### src/rtl/lockable_register_bank.sv
// Bank of write-once configuration registers with per-register lock bits and a
// timed two-key unlock sequence that clears every lock without a reset.
module lockable_register_bank #(
    parameter int              DATA_W   = 16,
    parameter int              NUM_REGS = 4,
    parameter int              ADDR_W   = 2,
    parameter logic [DATA_W-1:0] KEY_A  = 16'hA5A5,
    parameter logic [DATA_W-1:0] KEY_B  = 16'h5A5A,
    parameter int              TIMEOUT  = 8
) (
    input  logic                Clk,
    input  logic                ip_resetn,
    input  logic                write,
    input  logic [ADDR_W-1:0]   wr_addr,
    input  logic [DATA_W-1:0]   Data_in,
    input  logic [ADDR_W-1:0]   rd_addr,
    output logic [DATA_W-1:0]   Data_out,
    output logic [NUM_REGS-1:0] lock_status,
    output logic                wr_err,
    input  logic                key_write,
    input  logic [DATA_W-1:0]   key_data,
    output logic                key_err,
    output logic                unlock_pending
);

    localparam int DEPTH = 1 << ADDR_W;
    localparam int CNT_W = (TIMEOUT > 2) ? $clog2(TIMEOUT) : 1;
    localparam logic [CNT_W-1:0] CNT_LAST = CNT_W'(TIMEOUT - 2);

    typedef enum logic {
        ST_IDLE  = 1'b0,
        ST_GOT_A = 1'b1
    } state_t;

    logic [DATA_W-1:1]   r_data [NUM_REGS];
    logic [NUM_REGS-1:0] r_lock;
    logic [DATA_W-1:0]   r_dout;
    logic                r_wr_err;
    logic                r_key_err;
    state_t              r_state;
    logic [CNT_W-1:0]    r_cnt;

    logic [DATA_W-1:1]   w_data_ext [DEPTH];
    logic [DEPTH-1:0]    w_lock_ext;
    logic [DEPTH-1:0]    w_valid;
    logic                w_wr_ok;
    logic [NUM_REGS-1:0] w_lock_next;
    state_t              w_state_next;
    logic [CNT_W-1:0]    w_cnt_next;
    logic                w_key_err_next;
    logic                w_unlock;

    // Full-address views: indices beyond NUM_REGS read as zero and are never valid.
    always_comb begin
        w_lock_ext = '0;
        w_valid    = '0;
        for (int i = 0; i < DEPTH; i++) w_data_ext[i] = '0;
        for (int i = 0; i < NUM_REGS; i++) begin
            w_lock_ext[i] = r_lock[i];
            w_valid[i]    = 1'b1;
            w_data_ext[i] = r_data[i];
        end
    end

    // NOTE: acceptance looks only at the lock flops, so an unlock landing in the
    // same cycle cannot let a write through to a register that was locked.
    assign w_wr_ok = write & w_valid[wr_addr] & ~w_lock_ext[wr_addr];

    always_comb begin
        w_state_next   = r_state;
        w_cnt_next     = r_cnt;
        w_key_err_next = 1'b0;
        w_unlock       = 1'b0;
        case (r_state)
            ST_IDLE: begin
                if (key_write) begin
                    if (key_data == KEY_A) begin
                        w_state_next = ST_GOT_A;
                        w_cnt_next   = '0;
                    end else begin
                        w_key_err_next = 1'b1;
                    end
                end
            end
            ST_GOT_A: begin
                if (key_write) begin
                    w_state_next = ST_IDLE;
                    if (key_data == KEY_B) w_unlock = 1'b1;
                    else                   w_key_err_next = 1'b1;
                end else if (r_cnt == CNT_LAST) begin
                    w_state_next = ST_IDLE;
                end else begin
                    w_cnt_next = r_cnt + 1'b1;
                end
            end
            default: w_state_next = ST_IDLE;
        endcase
    end

    // Unlock clears everything first; an accepted write then sets its own target.
    always_comb begin
        w_lock_next = w_unlock ? '0 : r_lock;
        for (int i = 0; i < NUM_REGS; i++) begin
            if (w_wr_ok && (wr_addr == ADDR_W'(i))) w_lock_next[i] = Data_in[0];
        end
    end

    // NOTE: the register array is reset too, because its contents are observable
    // through Data_out and must be deterministic after reset.
    always_ff @(posedge Clk or negedge ip_resetn) begin
        if (!ip_resetn) begin
            for (int i = 0; i < NUM_REGS; i++) r_data[i] <= '0;
            r_lock    <= '0;
            r_dout    <= '0;
            r_wr_err  <= 1'b0;
            r_key_err <= 1'b0;
            r_state   <= ST_IDLE;
            r_cnt     <= '0;
        end else begin
            for (int i = 0; i < NUM_REGS; i++) begin
                if (w_wr_ok && (wr_addr == ADDR_W'(i))) r_data[i] <= Data_in[DATA_W-1:1];
            end
            r_lock    <= w_lock_next;
            r_dout    <= {w_data_ext[rd_addr], w_lock_ext[rd_addr]};
            r_wr_err  <= write & ~w_wr_ok;
            r_key_err <= w_key_err_next;
            r_state   <= w_state_next;
            r_cnt     <= w_cnt_next;
        end
    end

    assign Data_out       = r_dout;
    assign lock_status    = r_lock;
    assign wr_err         = r_wr_err;
    assign key_err        = r_key_err;
    assign unlock_pending = (r_state == ST_GOT_A);

endmodule

### config.mk
export PLATFORM = sky130hd
export DESIGN_NAME = lockable_register_bank
export DESIGN_NICKNAME = d
export VERILOG_FILES = /design/src/rtl/lockable_register_bank.sv
export SDC_FILE = /design/constraint.sdc
export NUM_CORES = 1
export LEC_CHECK = 0
export CORE_UTILIZATION = 45
export DETAILED_ROUTE_END_ITERATION = 6
export PLACE_DENSITY = 0.77
export SLEW_MARGIN = 20
export SYNTH_ARGS = -nofsm -noshare
export SYNTH_HDL_FRONTEND = slang
export SYNTH_SLANG_ARGS = --single-unit
### constraint.sdc
create_clock -name Clk -period 1.9 [get_ports Clk]
set_clock_uncertainty 0.15 [all_clocks]
set_input_delay 0.38 -clock Clk [delete_from_list [all_inputs] [get_ports Clk]]
set_output_delay 0.38 -clock Clk [all_outputs]
set_load 0.02 [all_outputs]
==> results of run 1 <==
-- cells by family (layout without fill, tap and decap cells) --
family,after synthesis,in the layout,synth area share
adder cells (fa/ha/maj),2,2,0.006799
multiplexers,63,63,0.2455
AND/OR/NAND/NOR,76,76,0.1224
flip-flops,86,86,0.5848
buffers and inverters,13,95,0.02414
AO/OA/AOI/OAI,8,8,0.01632
-- power by group --
part | switching, mW | leakage [nW] | internal (mW) | total [mW]
Sequential | 0.373 | 1.02 | 2.60 | 2.98
Clock | 0.612 | 0.106 | 0.727 | 1.34
Combinational | 0.670 | 0.906 | 1.10 | 1.76
Total | 1.66 | 2.03 | 4.43 | 6.08
-- stage by stage --
stage	hold WS, ps	area (um2)	worst slack [ps]	std cells
after floorplan	-65.59	3680	140.7	248
after global placement	186.1	4541	-245.0	416
after detailed placement	193.4	4541	-275.5	416
after CTS	329.9	4747	15.29	432
after global routing	353.8	4747	0.5022	432
final	324.8	4747	33.43	432
-- cells in the final DEF, fill, tap and decap left out, types with 2 or more instances in the layout --
cell             count
dfrtp_1             86
clkdlybuf4s50_1     56
nand2_1             47
mux2_2              45
mux4_2              16
clkbuf_8             9
buf_4                8
buf_12               7
a22o_1               5
dlygate4sd2_1        5
inv_1                3
clkinv_2             3
nor4b_2              2
nand4_1              2
nand4b_1             2
nor4_2               2
nand3b_1             2
nor2_1               2
nand3_1              2
o21ai_0              2
ha_1                 2
bufinv_16            2
-- layout make-up --
class | count | area share
Inverter | 3 | 0.002372
Clock buffer | 10 | 0.02688
Clock inverter | 5 | 0.01581
Timing Repair Buffer | 77 | 0.1716
Tap cell | 102 | 0.02688
Sequential cell | 86 | 0.4533
Multi-Input combinational cell | 149 | 0.3031
-- cells in the mapped netlist --
cell	n	area share
a22o_1	5	0.012
and2_1	1	0.0017
and3b_1	1	0.0024
and4b_2	1	0.0031
and4bb_1	1	0.0034
and4bb_2	1	0.0034
buf_1	1	0.0010
buf_2	3	0.0041
buf_6	2	0.0061
buf_8	1	0.0041
clkbuf_1	2	0.0020
clkbuf_8	1	0.0037
dfrtp_1	86	0.58
ha_1	2	0.0068
inv_1	3	0.0031
mux2_2	45	0.14
mux2i_1	1	0.0027
mux4_1	1	0.0071
mux4_2	16	0.098
nand2_1	47	0.048
nand2_2	1	0.0017
nand2b_1	1	0.0017
nand3_1	2	0.0027
nand3b_1	2	0.0041
nand4_1	2	0.0034
nand4b_1	2	0.0048
nand4b_2	1	0.0041
nor2_1	2	0.0020
nor2_2	1	0.0017
nor2b_1	1	0.0017
nor3_4	1	0.0044
nor3b_1	1	0.0020
nor4_2	2	0.0068
nor4b_2	2	0.0082
nor4b_4	1	0.0065
nor4bb_1	1	0.0027
o21ai_0	2	0.0027
o22ai_1	1	0.0017
or2b_1	1	0.0020
-- registers in the layout (all words and copies together) (netlist names) --
signal,cells
Data_out,16
key_err,1
lock_status,4
r_data,60
unlock_pending,1
r_cnt,3
wr_err,1
-- routing by layer --
layer  GRT usage  vias up  share of wire
met5           0        -              0
met4     0.07031        0          0.015
met3     0.04844       10          0.060
met2      0.3173       73           0.53
met1      0.2252     1188           0.40
li1            -     1056              -
-- worst paths after layout --
| path | startpoint | endpoint | cells after the start |
|---|---|---|---|
| setup / recovery | wr_err | wr_err | 1 |
| setup reg to reg | lock_status[0] | r_data[56] | 3 |
| min in group asynchronous | ip_resetn | Data_out[9] | 2 |
| hold / removal | r_data[13] | r_data[13] | 2 |
| max in group asynchronous | ip_resetn | r_data[43] | 3 |
| hold reg to reg | r_data[13] | r_data[13] | 2 |
-- timing repair --
item	CTS	global route
hold buffers	1	0
buffers inserted	0	0
gates resized for setup	5	0
setup endpoints to repair	5	0
endpoints found under the hold margin	29	0
==> results by group, run 1 <==
Status
  – Outcome: complete, no violations

Setup path
  – Critical Path AT: about 1300 ps
  – Setup slack, reg-to-reg: 270 ps
  – Setup CP Type: reg -> out
  – CP max stage cell: clkdlybuf4s50_1
  – Critical Path End Type: output pin
  – Critical Path Start Type: flop
  – Top delay family on crit path: buffers and inverters
  – Worst Path Required: approximately 1400 ps
  – Largest fanout on the critical path: 1
  – Max incr delay on CP: between 600 and 700 ps
  – Worst Path Buf+Inv: 1
  – Worst-path cell chain: clkdlybuf4s50_1

STA
  – Final hold vios: 0
  – Actual slew at the worst max-slew pin: approximately 410 ps
  – Slew HR: 0.7292
  – Period utilisation layout: 0.9824
  – Fin. max-slew vios: 0
  – Setup violators final: 0
  – FMAX: approximately 0.54 GHz
  – Minimum clock period: roughly 1900 ps
  – Unrepaired setup endpoints after global routing: no
  – Setup TNS: 0 ps

Placed design
  – GP Congestion: around 0.74
  – DPL Wire Length: about 4.8 mm
  – IO buf count: 62

Detailed routing
  – Wire per inst: 16.19 um
  – Vias: 2327
  – Post-route ant nets: 0
  – DR pass1 iterations: 4
  – Initial DRC Count: a little under 60
  – DRC: 0
  – Via density: approximately 5.4
  – Post-Route WL: ~7 mm

Global route
  – Initial antenna violation count: 0
  – Total GRT Usage: 0.1856
  – First-pass GRT wire length: approximately 12 mm
  – Pin count of the biggest net entering global routing: 33
  – Vias in the first global route: 2477
  – Grt ovf: 0

Job
  – Max Cap Viol: 0

Yosys
  – Syn_nets: 290
  – Synth cell types: 39
  – Syn avg cell area: 14.84 um2
  – Post-synthesis cell count: ~250
  – Sequential element share of the synthesized area: 0.5848
  – Number of synthesized register bits: between 80 and 90
  – Cell Area, Synth: about 3700 um2
  – Ys Warns: 0

Layout
  – Multi-input logic area: 1439 um2
  – FF+latch area: about 2200 um2
  – Final Core Density: 0.6080
  – Layout cells sized above 1: 0.3061
  – # fillers: just under 600
  – N_diodes: 0
  – Area delta synth->final: 29.00%
  – Nets@finish: around 370

Die
  – Initial Util: 0.4713
  – Die area: 8543 um2
  – Core area: 7807 um2
  – Die Width: 92.43 um
  – Io pins: 63
  – Std cell rows: 32
  – Die Span Y: around 92 um

Clock tree
  – Sink Count: 86
  – TritonCTS clock tree: built
  – Num CTS Buffers: 9
  – Worst-path clk slew: ~80 ps
  – H-Tree Depth: 3
  – Longest Clk Path Bufs: 2
  – CTS root buf: clkbuf_8
  – Clock Latency Late Sink: about 350 ps

Pwr
  – Leakage: 2.030 nW
  – Power, Total: between 6 and 7 mW
  – Maximum VDD drop: between 0.0004 and 0.0005 V
  – Cell area power density: 1281 nW/um2

Worst hold path
  – Worst Hold Class: reg -> reg
No activity file was read; power rests on OpenSTA's default activity.
==> inputs of run 2 (changes only) <==
SLEW_MARGIN = default   (was 20)
==> results of run 2 <==
Same layout as run 1: the final DEF is identical, and so are final timing and power.
